$ cat src/rtl/bubble_sort_pkg.sv
// Shared types and defaults for the bubble sort controller.
// Optional early exit is enabled by defining BUBBLE_SORT_EARLY_EXIT_EN.
package bubble_sort_pkg;

    localparam int DATAWIDTH_DEF = 8;
    localparam int DEPTH_DEF     = 8;

    typedef enum logic [1:0] {
        ST_IDLE  = 2'd0,
        ST_LOAD  = 2'd1,
        ST_SORT  = 2'd2,
        ST_DRAIN = 2'd3
    } state_t;

    // Index width for DEPTH entries; never narrower than one bit.
    function automatic int clog2(input int n);
        int r;
        r = 1;
        for (int i = 1; i < 31; i++) begin
            if ((1 << i) < n) r = i + 1;
        end
        return r;
    endfunction

endpackage

$ cat src/rtl/bubble_sort_ctrl_if.sv
// Element stream interface: upstream load channel and downstream sorted-output channel.
// valid/ready: a beat transfers on a rising edge where valid && ready; the source holds
// data stable while valid is high and ready is low.
interface bubble_sort_ctrl_if #(
    parameter int DATAWIDTH = bubble_sort_pkg::DATAWIDTH_DEF
);
    logic                 in_valid;
    logic                 in_ready;
    logic [DATAWIDTH-1:0] in_data;
    logic                 out_valid;
    logic                 out_ready;
    logic [DATAWIDTH-1:0] out_data;

    modport master (
        output in_valid, in_data, out_ready,
        input  in_ready, out_valid, out_data
    );

    modport slave (
        input  in_valid, in_data, out_ready,
        output in_ready, out_valid, out_data
    );
endinterface

$ cat src/rtl/bubble_sort_ctrl_dp_cmp_swap.sv
// Compare-and-order datapath: two 2:1 muxes steered by an unsigned a > b compare.
module dp_cmp_swap #(
    parameter int DATAWIDTH = 8
) (
    input  logic [DATAWIDTH-1:0] a,
    input  logic [DATAWIDTH-1:0] b,
    output logic                 swap,
    output logic [DATAWIDTH-1:0] lo,
    output logic [DATAWIDTH-1:0] hi
);
    // Strict greater-than keeps equal elements in place, so the sort is stable.
    assign swap = (a > b);
    assign lo   = swap ? b : a;
    assign hi   = swap ? a : b;
endmodule

$ cat src/rtl/bubble_sort_ctrl.sv
// Bubble sort job controller: LOAD DEPTH elements, SORT one compare per cycle, DRAIN ascending.
// Define BUBBLE_SORT_EARLY_EXIT_EN to end SORT after the first pass with no swaps.
module bubble_sort_ctrl
    import bubble_sort_pkg::*;
#(
    parameter int DATAWIDTH = DATAWIDTH_DEF,
    parameter int DEPTH     = DEPTH_DEF      // legal range 2..64
) (
    input  logic               clk,
    input  logic               rst_n,
    bubble_sort_ctrl_if.slave  bus,
    output logic               busy,
    output logic               swap_sel,
    output state_t             state_dbg
);
    localparam int             IW       = clog2(DEPTH);
    localparam logic [IW-1:0]  LAST_IDX = IW'(DEPTH - 1);
    localparam logic [IW-1:0]  LAST_J0  = IW'(DEPTH - 2);

    state_t               state_q, state_d;
    logic [DATAWIDTH-1:0] mem_q [DEPTH];
    logic [IW-1:0]        idx_q;
    logic [IW-1:0]        j_q;
    logic [IW-1:0]        p_q;
    logic [IW-1:0]        j1;
    logic                 cmp_swap;
    logic [DATAWIDTH-1:0] cmp_lo, cmp_hi;
    logic                 pass_end;
    logic                 last_pass;
    logic                 sort_done;
    logic                 in_rdy;
    logic                 out_vld;
`ifdef BUBBLE_SORT_EARLY_EXIT_EN
    logic                 pass_swapped_q;
`endif

    assign j1 = j_q + 1'b1;

    dp_cmp_swap #(.DATAWIDTH(DATAWIDTH)) u_cmp (
        .a    (mem_q[j_q]),
        .b    (mem_q[j1]),
        .swap (cmp_swap),
        .lo   (cmp_lo),
        .hi   (cmp_hi)
    );

    // Pass p compares j = 0 .. DEPTH-2-p.
    assign pass_end  = (j_q == (LAST_J0 - p_q));
    assign last_pass = (p_q == LAST_J0);
`ifdef BUBBLE_SORT_EARLY_EXIT_EN
    assign sort_done = pass_end && (last_pass || !(pass_swapped_q || cmp_swap));
`else
    assign sort_done = pass_end && last_pass;
`endif

    always_ff @(posedge clk or negedge rst_n) begin
        if (!rst_n) state_q <= ST_IDLE;
        else        state_q <= state_d;
    end

    always_comb begin
        state_d  = state_q;
        in_rdy   = 1'b0;
        out_vld  = 1'b0;
        busy     = 1'b1;
        swap_sel = 1'b0;
        case (state_q)
            ST_IDLE: begin
                in_rdy = 1'b1;
                busy   = 1'b0;
                if (bus.in_valid) state_d = ST_LOAD;
            end
            ST_LOAD: begin
                in_rdy = 1'b1;
                if (bus.in_valid && (idx_q == LAST_IDX)) state_d = ST_SORT;
            end
            ST_SORT: begin
                swap_sel = cmp_swap;
                if (sort_done) state_d = ST_DRAIN;
            end
            ST_DRAIN: begin
                out_vld = 1'b1;
                if (bus.out_ready && (idx_q == LAST_IDX)) state_d = ST_IDLE;
            end
            default: state_d = ST_IDLE;
        endcase
    end

    assign bus.in_ready  = in_rdy;
    assign bus.out_valid = out_vld;
    assign bus.out_data  = (state_q == ST_DRAIN) ? mem_q[idx_q] : '0;
    assign state_dbg     = state_q;

    always_ff @(posedge clk or negedge rst_n) begin
        if (!rst_n) begin
            for (int i = 0; i < DEPTH; i++) mem_q[i] <= '0;
            idx_q <= '0;
            j_q   <= '0;
            p_q   <= '0;
`ifdef BUBBLE_SORT_EARLY_EXIT_EN
            pass_swapped_q <= 1'b0;
`endif
        end else begin
            case (state_q)
                ST_IDLE: begin
                    if (bus.in_valid) begin
                        mem_q[0] <= bus.in_data;
                        idx_q    <= IW'(1);
                    end
                end
                ST_LOAD: begin
                    if (bus.in_valid) begin
                        mem_q[idx_q] <= bus.in_data;
                        idx_q        <= (idx_q == LAST_IDX) ? '0 : idx_q + 1'b1;
                        j_q          <= '0;
                        p_q          <= '0;
`ifdef BUBBLE_SORT_EARLY_EXIT_EN
                        pass_swapped_q <= 1'b0;
`endif
                    end
                end
                ST_SORT: begin
                    // Writing the ordered pair back is the swap when cmp_swap is set.
                    mem_q[j_q] <= cmp_lo;
                    mem_q[j1]  <= cmp_hi;
                    if (pass_end) begin
                        j_q <= '0;
                        p_q <= p_q + 1'b1;
`ifdef BUBBLE_SORT_EARLY_EXIT_EN
                        pass_swapped_q <= 1'b0;
`endif
                    end else begin
                        j_q <= j1;
`ifdef BUBBLE_SORT_EARLY_EXIT_EN
                        pass_swapped_q <= pass_swapped_q | cmp_swap;
`endif
                    end
                end
                ST_DRAIN: begin
                    if (bus.out_ready) idx_q <= (idx_q == LAST_IDX) ? '0 : idx_q + 1'b1;
                end
                default: ;
            endcase
        end
    end

endmodule

$ cat src/flat_wrapper.sv
// flat-port wrapper written by rule: the top's interface ports become plain ports
module bubble_sort_ctrl_flat import bubble_sort_pkg::*;
#(
    parameter int DATAWIDTH = DATAWIDTH_DEF,
    parameter int DEPTH     = DEPTH_DEF                          
)
  (clk, rst_n, busy, swap_sel, state_dbg, bus_in_valid, bus_in_data, bus_out_ready, bus_in_ready, bus_out_valid, bus_out_data);
  bubble_sort_ctrl_if #(.DATAWIDTH(DATAWIDTH)) bus_i ();
  input  logic clk;
  input  logic rst_n;
  output logic busy;
  output logic swap_sel;
  output state_t state_dbg;
  input wire logic [$bits(bus_i.in_valid)-1:0] bus_in_valid;
  input wire logic [$bits(bus_i.in_data)-1:0] bus_in_data;
  input wire logic [$bits(bus_i.out_ready)-1:0] bus_out_ready;
  output wire logic [$bits(bus_i.in_ready)-1:0] bus_in_ready;
  output wire logic [$bits(bus_i.out_valid)-1:0] bus_out_valid;
  output wire logic [$bits(bus_i.out_data)-1:0] bus_out_data;
  assign bus_i.in_valid = bus_in_valid;
  assign bus_i.in_data = bus_in_data;
  assign bus_i.out_ready = bus_out_ready;
  assign bus_in_ready = bus_i.in_ready;
  assign bus_out_valid = bus_i.out_valid;
  assign bus_out_data = bus_i.out_data;
  bubble_sort_ctrl #(.DATAWIDTH(DATAWIDTH), .DEPTH(DEPTH)) u_core (.clk(clk), .rst_n(rst_n), .bus(bus_i), .busy(busy), .swap_sel(swap_sel), .state_dbg(state_dbg));
endmodule
$ cat config.mk
export PLATFORM = sky130hd
export DESIGN_NAME = bubble_sort_ctrl_flat
export DESIGN_NICKNAME = d
export VERILOG_FILES = /design/src/rtl/bubble_sort_pkg.sv /design/src/rtl/bubble_sort_ctrl_if.sv /design/src/rtl/bubble_sort_ctrl_dp_cmp_swap.sv /design/src/rtl/bubble_sort_ctrl.sv /design/src/flat_wrapper.sv
export SDC_FILE = /design/constraint.sdc
export NUM_CORES = 1
export LEC_CHECK = 0
export CAP_MARGIN = 40
export CORE_UTILIZATION = 45
export DETAILED_ROUTE_END_ITERATION = 12
export PLACE_DENSITY = 0.66
export SYNTH_ARGS = -nofsm -noshare
export SYNTH_HDL_FRONTEND = slang
export SYNTH_HIERARCHICAL = 1
export SYNTH_SLANG_ARGS = --single-unit
$ cat constraint.sdc
create_clock -name clk -period 7.85 [get_ports clk]
set_input_delay 0.785 -clock clk [delete_from_list [all_inputs] [get_ports clk]]
set_output_delay 0.785 -clock clk [all_outputs]
set_load 0.02 [all_outputs]
* Word-level counts from Yosys, hierarchy flattened *
Cells that the tools add are included.

word-level totals
  register bits = 75
  logic and storage cells = 99

cells by class
  $add $sub $neg = 4
  magnitude comparators = 7
  equal/unequal tests = 13
  multiplexer cells = 44
  bitwise logic cells = 3
  reduce and logical (&&, ||, !) cells = 16

operator list
  cell                                                                           count
  64-bit bitwise mux                                                             3
  56-bit one-hot mux with 2 select lines                                         1
  8-bit 2-to-1 mux                                                               13
  8-bit binary-select mux with 3-bit select                                      3
  8-bit demux with 3-bit select                                                  3
  64-bit 2-to-1 mux                                                              1
  8-bit one-hot mux with 3 select lines                                          1
  3-bit 2-to-1 mux                                                               7
  4-bit greater-or-equal comparator (second input constant)                      3
  4-bit by 1-bit less-than comparator with 1-bit output (second input constant)  3
  3-bit NOT with 4-bit output                                                    3
  3-bit one-hot mux with 2 select lines                                          2
  3-bit by 1-bit adder with 3-bit output (second input constant)                 3
  3-bit one-hot mux with 3 select lines                                          1
  8-bit greater-than comparator                                                  1
  2-bit 2-to-1 mux                                                               4
  2-bit by 1-bit inequality test with 1-bit output (second input constant)       4
  2-bit one-hot mux with 4 select lines                                          1
  4-bit AND reduction                                                            2
  3-bit equality test (second input constant)                                    2
  1-bit logical AND                                                              6
  2-bit inequality test (second input constant)                                  3
  3-bit AND reduction                                                            2
  3-bit nonzero test                                                             2
  9 further kinds                                                                13

* Depth between registers and ports, before layout *
Gate-level depths: netlist of run 1.

  word-level depth = 10
  gate-level depth with buffers = 20
  mapped depth without buffers = 14

* Cells and area by module *
Netlist of run 1, hierarchy kept.

by module, submodules not included
  module            instances  cells an instance  area each (um^2)  sequential area each (um^2)
  bubble_sort_ctrl  1          656                6631.4            1876.8
  dp_cmp_swap       1          128                899.6             0.0

* Worst setup path before layout of run 1 *
No wires, ideal clock.

  path type = flip-flop to flip-flop
  start point = register u_core.j_q[1]
  end point = register u_core/mem_q[24] (netlist name)
  setup time = 125 ps
  arrival time = 4249 ps
  slack = 3477 ps
  cell stages (with the launch flop) = 18
  path buffers = 4
  cell sequence = dfrtp_1 > ha_1 > buf_1 > mux4_2 > nand2_1 > nand3_1 > inv_1 > ha_1 > and3b_4 > o311a_1 > buf_6 > buf_6 > nor4_1 > a211oi_1 > clkbuf_1 > a32o_1 > a22o_1 > mux2_2

RTL lines
  element                                              line                                source
  start, declared                                      bubble_sort_ctrl.sv:23              logic [IW-1:0] j_q;
  start signal, assigned                               bubble_sort_ctrl.sv:133             j_q <= j1;
  3-bit by 1-bit adder with 3-bit output               bubble_sort_ctrl.sv:37              assign j1 = j_q + 1'b1;
  3-bit NOT with 4-bit output (not written as such)    bubble_sort_ctrl.sv:41              .b (mem_q[j1]),
  8-bit binary-select mux with 3-bit select            bubble_sort_ctrl.sv:41
  8-bit 2-to-1 mux (not written as such) (2 in a row)  bubble_sort_ctrl.sv:41
  8-bit greater-than comparator                        bubble_sort_ctrl_dp_cmp_swap.sv:12  assign swap = (a > b);
  8-bit 2-to-1 mux (*)                                 bubble_sort_ctrl_dp_cmp_swap.sv:14  assign hi = swap ? a : b;
  named net u_core.cmp_hi[0]                           bubble_sort_ctrl.sv:27              logic [DATAWIDTH-1:0] cmp_lo, cmp_hi;
  64-bit bitwise mux (*)                               bubble_sort_ctrl.sv:125             mem_q[j1] <= cmp_hi;
  56-bit one-hot mux with 2 select lines (*)           bubble_sort_ctrl.sv:104             case (state_q)
  end signal, assigned by index                        bubble_sort_ctrl.sv:113             mem_q[idx_q] <= bus.in_data;
  end signal, assigned by index                        bubble_sort_ctrl.sv:124             mem_q[j_q] <= cmp_lo;
  end signal, assigned by index                        bubble_sort_ctrl.sv:125
  end, declared                                        bubble_sort_ctrl.sv:21              logic [DATAWIDTH-1:0] mem_q [DEPTH];

Mark *: on every way through the listed nets, which the timed path passes. The rest lies on a longest branch. The select of a mux whose other input is x is not followed.
A chain may end at the register's enable or synchronous reset.

* Worst setup path in the final report of run 1 *
  start point = register u_core.j_q[0]
  end point = output port swap_sel

on the way
  cells in the longest elaborated chain, start to end = 7

ends and longest elaborated chain
  element                                              line                                source
  3-bit by 1-bit adder with 3-bit output               bubble_sort_ctrl.sv:37
  3-bit NOT with 4-bit output (not written as such)    bubble_sort_ctrl.sv:41
  8-bit binary-select mux with 3-bit select            bubble_sort_ctrl.sv:41
  8-bit 2-to-1 mux (not written as such) (2 in a row)  bubble_sort_ctrl.sv:41
  8-bit greater-than comparator (*)                    bubble_sort_ctrl_dp_cmp_swap.sv:12
  named net u_core.cmp_swap                            bubble_sort_ctrl.sv:26              logic cmp_swap;
  1-bit 2-to-1 mux (*)                                 bubble_sort_ctrl.sv:67              case (state_q)
  end, declared                                        flat_wrapper.sv:12                  output logic swap_sel;

Marked as above.

==> impl_results.md, run 1 <==
- Total gr overflow: 0
- Post-layout min period: 6790 ps
- RSZ-0062 raised after global routing: false
- Fillers: 1468
- Die Wd: approximately 130 microns
- CTS tree: yes
- Final setup vio count: 0
- Die height: between 100 and 150 microns
- Wire per inst: 25.9 microns
- Outcome: complete, no violations
- Syn Inst Count: 784
- Met2 Routed Length: 11100 microns
- Clock transition at path regs: 60 ps
- Hold-fix buffers, CTS: 0
- CTS resizes: 0
- Row count: 46
- Fin. Hold Viols: 0
- End of the worst register-to-register path: u_core/mem_q[56]
- Vias/cell: 7.35
- Tcrit/Tclk final: around 87%
- Reg area: 1880 sq um
- R2R Setup Slk: 1850 ps
- TritonCTS Buffers: 9
- Synth Net Count: 815
- Wire length on met1: 10700 microns
- Vias: 7174
- Synth Warn #: 6
- Register area share after synthesis: 24.9%
- Post-DP HPWL: 17300 microns
- Cell taking the most area after synthesis: dfrtp_1
- Largest cells by area after synthesis: dfrtp_1, mux2_2, a32o_1
- Synth cell types: 77
- Share of layout cells above drive strength 1: 20.8%
- N_diodes: 0
- Synth Area per Inst: 9.61 sq um
- Ys async rst share: 100%
- Placement-stage cell area: 7860 sq um
- Max_cap viols: 0
- Initial antenna violation count: 0
- Die area: 17300 sq um
- Worst Max-Slew Pin Slew: approximately 970 ps
- Top layer in use: met4
- Detail Route Antenna Nets: 0
- Top cell type's share of synthesized area: 24.9%
- Critical Path, Cell by Cell: buf_4, ha_1, nand2b_1, nor2_1, a22oi_1, nand3_1, inv_1, ha_1, and4_1, o311a_1, nor3_1, nor2_1, and2_1, clkdlybuf4s50_1
- Longest Clk Path Bufs: 2
- # DRC: 0
- CP Class: reg -> out
- TritonCTS Sinks: 75
- Total track usage: 29.3%
- Clock root cell: clkbuf_16
- Worst Path Required: around 7000 ps
- Hold WC Path Type: in -> async
- Port bufs: 25
- Final TNS setup: 0 ps
- H-tree levels: 3
- Max Freq: 147 MHz
- Final #Nets: 786
- Post-synth EDFFs: 0
- First-pass GRT wire length: 40000 microns
- Top FF cell, synth: dfrtp_1
- Clk_lat worst skew: 350 ps
- WP data arrival: 6010 ps
- RR Startpoint: u_core/j_q[0]
- Hold Slack: around 350 ps
- Slowest-stage cell, CP: o311a_1
- CP startpoint kind: flop
- Post-CTS setup buffers: 0
- Largest net degree at the start of global routing: 72
- CP max stage delay: 740 ps
- Worst clock skew: 8.27 ps
- Core area: about 16000 sq um
- Area of the multi-input gates: 5110 sq um
- Routed wire length on met3: 2680 microns
- Mapped cell area: 7530 sq um
- Finished Cell Area: between 8000 and 9000 sq um
- #FFs+latches synth: 75
- Final Max Tran Viols: 0
- # IOs: 26
- WL final: 25300 microns
- Crit-path max FO: 43
- RD Place Congestion: 0.941
- 1st-iter DRT viols: between 1000 and 1500
- Area added between synthesis and finish: 8.32%
- CP Capture Type: output pin
- 1st-pass router iterations: 5
- Worst reg-to-reg path cell count: 16
- Vias in the first global route: 6855
- Starting Density: 46.7%
- Slew headroom: between 30% and 40%
-- cell type report --
class | instances | area share [%]
Sequential cell | 75 | 23.0
Timing Repair Buffer | 62 | 6.50
Inverter | 17 | 0.782
Clock inverter | 6 | 0.767
Multi-Input combinational cell | 590 | 62.7
Clock buffer | 10 | 2.93
Tap cell | 216 | 3.31
-- worst max path at each step --
stage,cells past startpoint,startpoint,end
after floorplan,17,u_core/j_q[1],u_core/mem_q[24]
after detailed placement,14,u_core/j_q[0],swap_sel
final,14,u_core/j_q[0],swap_sel
after global routing,14,u_core/j_q[0],swap_sel
after global placement,14,u_core/j_q[0],swap_sel
after CTS,14,u_core/j_q[0],swap_sel
-- worst max-delay path: cells and delay by family, from the launching register on --
family,cells,cell delay [ps]
simple gates,7,2340
buf+inv,3,1170
flops,1,320
fa+ha+maj,2,910
compound gates,2,890
-- state kept, by name (all words and copies together) (netlist names) --
| signal | flops |
|---|---|
| u_core/mem_q | 64 |
| u_core/idx_q | 3 |
| u_core/j_q | 3 |
| u_core/p_q | 3 |
| u_core/state_dbg | 2 |
-- kinds of logic after synthesis --
family	share of synthesized area [%]
AND/OR/NAND/NOR	13.9
XOR/XNOR	0.881
AO/OA/AOI/OAI	32.1
buffers and inverters	7.58
multiplexers	17.5
adder cells (fa/ha/maj)	3.16
flip-flops	24.9
-- routing by layer --
metal / track usage [%] / up-vias
li1: - / 3071
met3: 6.37 / 77
met1: 41.0 / 3538
met4: 11.6 / 0
met2: 43.9 / 488
met5: 0 / -
-- layout by cell type (no fill, tap or decap), types with 9 or more instances in the layout --
cell type,count
a211oi_1,20
a21oi_1,15
a22o_1,59
a22oi_1,52
a32o_1,56
buf_4,31
clkbuf_16,9
clkdlybuf4s50_1,24
dfrtp_1,75
ha_1,18
inv_1,17
mux2_2,55
mux2i_1,22
mux4_2,9
nand2_1,33
nand3_1,12
nor2_1,23
nor2b_1,11
nor3_1,18
nor4_1,15
o31ai_1,9
-- cell usage after synthesis (12+ instances only) --
library cell and n:
nor2_1 23, a32o_1 56, nand3_1 12, ha_1 19, buf_2 13, nor4_1 15
a211oi_1 20, mux2_2 55, mux2i_1 22, a22oi_1 52, a21oi_1 15, nand2_1 33
clkbuf_1 59, nor3_1 18, inv_1 17, dfrtp_1 75, a22o_1 59
-- metrics by stage --
step / std cells / utilization (%) / setup slack [ps]
detailed placement: 960 / 48.8 / 1570
floorplan: 784 / - / 3480
global placement: 951 / 48.3 / 1700
global route: 976 / 50.6 / 740
CTS: 976 / 50.6 / 1180
finish: 976 / 50.6 / 1060
Power of run 1 is not shown: default switching activity piles up to over one toggle a cycle in this logic, so the estimate is an artifact.
==> inputs of run 2 (changes only) <==
--- a/config.mk
+++ b/config.mk
@@ -10,4 +10,5 @@
 export DETAILED_ROUTE_END_ITERATION = 12
 export PLACE_DENSITY = 0.66
+export RECOVER_POWER = 25
 export SYNTH_ARGS = -nofsm -noshare
 export SYNTH_HDL_FRONTEND = slang
==> constraint.sdc (replaced) <==
create_clock -name clk -period 7.85 [get_ports clk]
set_input_delay 0.785 -clock clk [delete_from_list [all_inputs] [get_ports clk]]
set_output_delay 0.785 -clock clk [all_outputs]
set_load 0.1 [all_outputs]
==> run 2 against run 1 <==
The flow now finishes with violations (capacitance limit, slew limit). Wire length increased by 4.6%. Setup slack improved by 410 ps. Critical path depth stayed put. Final area is 2.1% higher.
==> impl_results.md, run 2 (synthesis results as in run 1) <==
- Outcome: finished, violations left
- Violated checks: capacitance limit, slew limit
- Commonest non-fill, non-tap cell in the layout: dfrtp_1
- # IOs: 26
- Detail Route Antenna Nets: 0
- Clk_lat worst skew: 360 ps
- Wire per inst: 26.7 microns
- Die Wd: 131 microns
- CP Capture Type: output pin
- CTS resizes: 0
- Initial antenna violation count: 0
- Final setup vio count: 0
- Total track usage: 30.8%
- First-pass GRT wire length: 41300 microns
- Worst Max-Slew Pin Slew: ~3000 ps
- H-tree levels: 3
- CTS tree: yes
- Post-DP HPWL: 17600 microns
- TritonCTS Sinks: 75
- Final Max Tran Viols: 52
- Area added between synthesis and finish: 10.6%
- Worst clock skew: 6.34 ps
- TritonCTS Buffers: 9
- Fin. Hold Viols: 0
- 1st-pass router iterations: 6
- Slew headroom: -101%
- Clock transition at path regs: 70 ps
- Die area: 17300 sq um
- Max reg flops: 64
- Finished Cell Area: 8330 sq um
- Longest Clk Path Bufs: 2
- Hold-fix buffers, CTS: 0
- 1st-iter DRT viols: 1148
- Post-layout min period: 6390 ps
- N_diodes: 0
- Clock root cell: clkbuf_16
- Tcrit/Tclk final: 81.3%
- Worst Path Required: 7070 ps
- Final #Nets: 801
- Core area: between 15000 and 20000 sq um
- Most frequent cells in the layout: dfrtp_1, a22o_1, a32o_1
- Crit-path max FO: 33
- Final TNS setup: 0 ps
- Starting Density: a little under half
- Vias/cell: 7.42
- Row count: 46
- WL final: 26400 microns
- Die height: 131 microns
- Port bufs: 25
- CP Class: reg -> out
- Hold WC Path Type: reg -> reg
- Total gr overflow: 0
- # DRC: 0
- Placement-stage cell area: roughly 8100 sq um
- Max Freq: ~160 MHz
- Share of layout cells above drive strength 1: between 20% and 30%
- CP startpoint kind: flop
- Largest net degree at the start of global routing: 61
- Vias in the first global route: around 6900
- RSZ-0062 raised after global routing: false
- Max_cap viols: 1
- Largest register by flop count: u_core/mem_q
- Vias: 7350
- RD Place Congestion: 0.900
- WP data arrival: ~5600 ps
- Post-CTS setup buffers: 0
-- run 2: cell count changes in the layout (fill, tap and decap cells not counted), sizes merged --
| cell | delta |
|---|---|
| clkdlybuf4s50 | -1 |
| clkinv | -2 |
| buf | +14 |
| clkinvlp | +2 |
| inv | +1 |
| clkbuf | +1 |
-- run 2: area by class of cell --
class / instances / area, sq um
Clock buffer: 9 / 225
Clock inverter: 7 / 76.3
Fill cell: 1489 / 7780
Inverter: 17 / 63.8
Multi-Input combinational cell: 590 / 5110
Sequential cell: 75 / 1880
Tap cell: 216 / 270
Timing Repair Buffer: 77 / 706
-- run 2: worst paths after layout --
kind / from / endpoint / slack [ps] / depth (start not counted)
setup / recovery: u_core/j_q[1] / swap_sel / 1460 / 14
hold / removal: u_core/mem_q[44] / u_core/mem_q[44] / 570 / 1
setup reg to reg: u_core/j_q[1] / u_core/mem_q[58] / 1690 / 16
hold reg to reg: u_core/mem_q[44] / u_core/mem_q[44] / 570 / 1
max in group asynchronous: rst_n / u_core/mem_q[5] / 3620 / 2
min in group asynchronous: rst_n / u_core/idx_q[1] / 740 / 1
-- run 2: metal layers --
metal | vias up | part of all wire (%) | track usage (%)
li1 | 3109 | - | -
met1 | 3590 | 41 | 42.3
met2 | 558 | 44 | 45.7
met3 | 93 | 11 | 6.67
met4 | 0 | 3.9 | 15.3
met5 | - | 0 | 0
-- run 2: through the flow --
stage	std cells	hold WS [ps]	util, %	setup WS (ps)
floorplan	784	489	-	3130
global placement	952	532	48.3	1670
detailed placement	975	552	50.0	1880
CTS	991	348	51.9	1580
global route	991	586	51.7	1190
finish	991	569	51.7	1460
-- run 2: critical path: stages (launching register included) --
cell	delay, ps
dfrtp_1	330
buf_4	380
ha_1	590
nand2b_1	470
nor2_1	650
a22oi_1	180
nand3_1	220
inv_1	90
ha_1	290
and4_1	650
o311a_1	760
nor3_1	110
nor2_1	100
and2_1	130
buf_4	290
Power of run 2 is left out for the same reason.
==> inputs of run 3 (changes only) <==
clock period = 6.1 ns   (was 7.85 ns; I/O delays follow)
==> run 3 against run 2 <==
Utilization is 0.39 points higher. Count of clock-buffer cells in the layout rose by 1. The run still ends with capacitance limit, slew limit left. Register-to-register slack worse by 820 ps. Non-clock buffer count increased by 4. Highest routed layer unchanged. Largest cell class unchanged. Wire length fell by 0.11%. Global-route usage fell by 0.22 points.
==> impl_results.md, run 3 (synthesis results as in run 1) <==
- Outcome: finished, violations left
- Violated checks: capacitance limit, slew limit
- Post-CTS setup buffers: 0
- Port bufs: 25
- Post-layout min period: 5430 ps
- Crit-path max FO: 38
- Final setup vio count: 0
- First-pass GRT wire length: 41200 microns
- Detail Route Antenna Nets: 0
- Worst reg-to-reg path cell count: 15
- WL final: 26400 microns
- Max_cap viols: 2
- CP max stage delay: 900 ps
- Total track usage: 30.6%
- Buffers plus inverters on the worst setup path: 3
- Largest net degree at the start of global routing: 61
- Critical Path, Cell by Cell: xnor2_2, buf_4, nor2_1, a22oi_1, nand3_1, inv_1, ha_1, and4_1, and2_1, nor2_1, and2_1, buf_12
- Post-DP HPWL: 18000 microns
- Die Wd: 131 microns
- Vias in the first global route: ~7000
- Final TNS setup: 0 ps
- Worst path depth: 12
- R2R Setup Slk: 870 ps
- RSZ-0062 raised after global routing: false
- Max Freq: 184 MHz
- Area added between synthesis and finish: 11.5%
- Final #Nets: 805
- CTS resizes: 0
- Hold WC Path Type: reg -> reg
- Area of the multi-input gates: about 5100 sq um
- Final Max Tran Viols: 78
- N_diodes: 0
- 1st-iter DRT viols: 1176
- Hold_sp: u_core/p_q[1]
- Largest register by flop count: u_core/mem_q
- Top delay family on crit path: simple AND/OR/NAND/NOR gates
- Placed Cells: 979
- Slowest-stage cell, CP: dfrtp_1
- Worst Path Required: 5490 ps
- Slew headroom: -70.8%
- Longest Clk Path Bufs: 2
- Reg area: roughly 1900 sq um
- Wire per inst: about 27 microns
- # DRC: 0
- CP Class: reg -> out
- # IOs: 26
- Pre-CTS setup slack: 1060 ps
- Final worst setup slack: between 600 and 700 ps
- Fillers: 1470
- Die height: 131 microns
- TritonCTS Buffers: 9
- Clk_lat worst skew: 350 ps
- WP data arrival: 4820 ps
- Worst hold stages: 2
- Clock transition at path regs: around 60 ps
- RR Startpoint: u_core/j_q[2]
- Starting Density: 46.7%
- Max reg flops: 64
- Tcrit/Tclk final: 89.0%
- Row count: 46
- Die area: 17300 sq um
- CP startpoint kind: flop
- Initial antenna violation count: 0
- RD Place Congestion: 0.932
- Total gr overflow: 0
- CP Capture Type: output pin
- Vias/cell: 7.39
- Most frequent cells in the layout: dfrtp_1, a22o_1, a32o_1
- CTS tree: yes
- Vias: 7352
- H-tree levels: 3
- End of the worst register-to-register path: u_core/mem_q[56]
- TritonCTS Sinks: 75
- Core area: 16100 sq um
- Hold-fix buffers, CTS: 0
- Clock root cell: clkbuf_16
- Fin. Hold Viols: 0
- 1st-pass router iterations: 6
- WHS Endpoint: u_core/p_q[1]
- Commonest non-fill, non-tap cell in the layout: dfrtp_1
- Final cell count without fillers: 995
- Worst clock skew: 10.6 ps
- Worst Max-Slew Pin Slew: ~2600 ps
- Share of layout cells above drive strength 1: 22.5%
## run 3: changes by cell type in the layout (fill, tap and decap cells not counted)
cell,delta
buf_12,+1
buf_4,+7
buf_2,-6
buf_6,+1
buf_8,+1
clkbuf_1,+1
clkinvlp_4,+1
inv_6,-2
## run 3: worst max-delay path by stage
stage	start	to	slack (ps)
finish	u_core/j_q[2]	swap_sel	670
detailed placement	u_core/j_q[2]	u_core/mem_q[63]	1060
global route	u_core/j_q[2]	swap_sel	360
floorplan	u_core/state_dbg[1]	bus_out_data[0]	1560
CTS	u_core/j_q[2]	swap_sel	760
global placement	u_core/j_q[2]	u_core/mem_q[63]	1180
## run 3: final cells by class
class | instances | area share, %
tap | 216 | 3.22
clock buffer | 10 | 2.73
multi-input combinational | 590 | 60.9
inverter | 17 | 0.760
timing repair buffer | 81 | 9.23
sequential | 75 | 22.4
clock inverter | 6 | 0.790
## run 3: layer usage
layer / routed length (microns) / GRT usage [%]
met4: 1070 / 14.7
met1: 10400 / 40.5
met2: 11600 / 45.7
met3: 3370 / 8.87
met5: 0 / 0
## run 3: tightest hold or removal path, delay by kind of cell (launching register included)
kind             cells  cell delay, ps
flip-flops           1             390
AND/OR/NAND/NOR      2             150
## run 3: through the flow
step	instance area, sq um	util, %	hold WS [ps]
final	8400	52.1	569
after global placement	7860	48.8	538
after detailed placement	8130	50.4	547
after CTS	8420	52.3	222
after floorplan	7530	-	314
after global routing	8400	52.1	589
Power of run 3 is left out for the same reason.
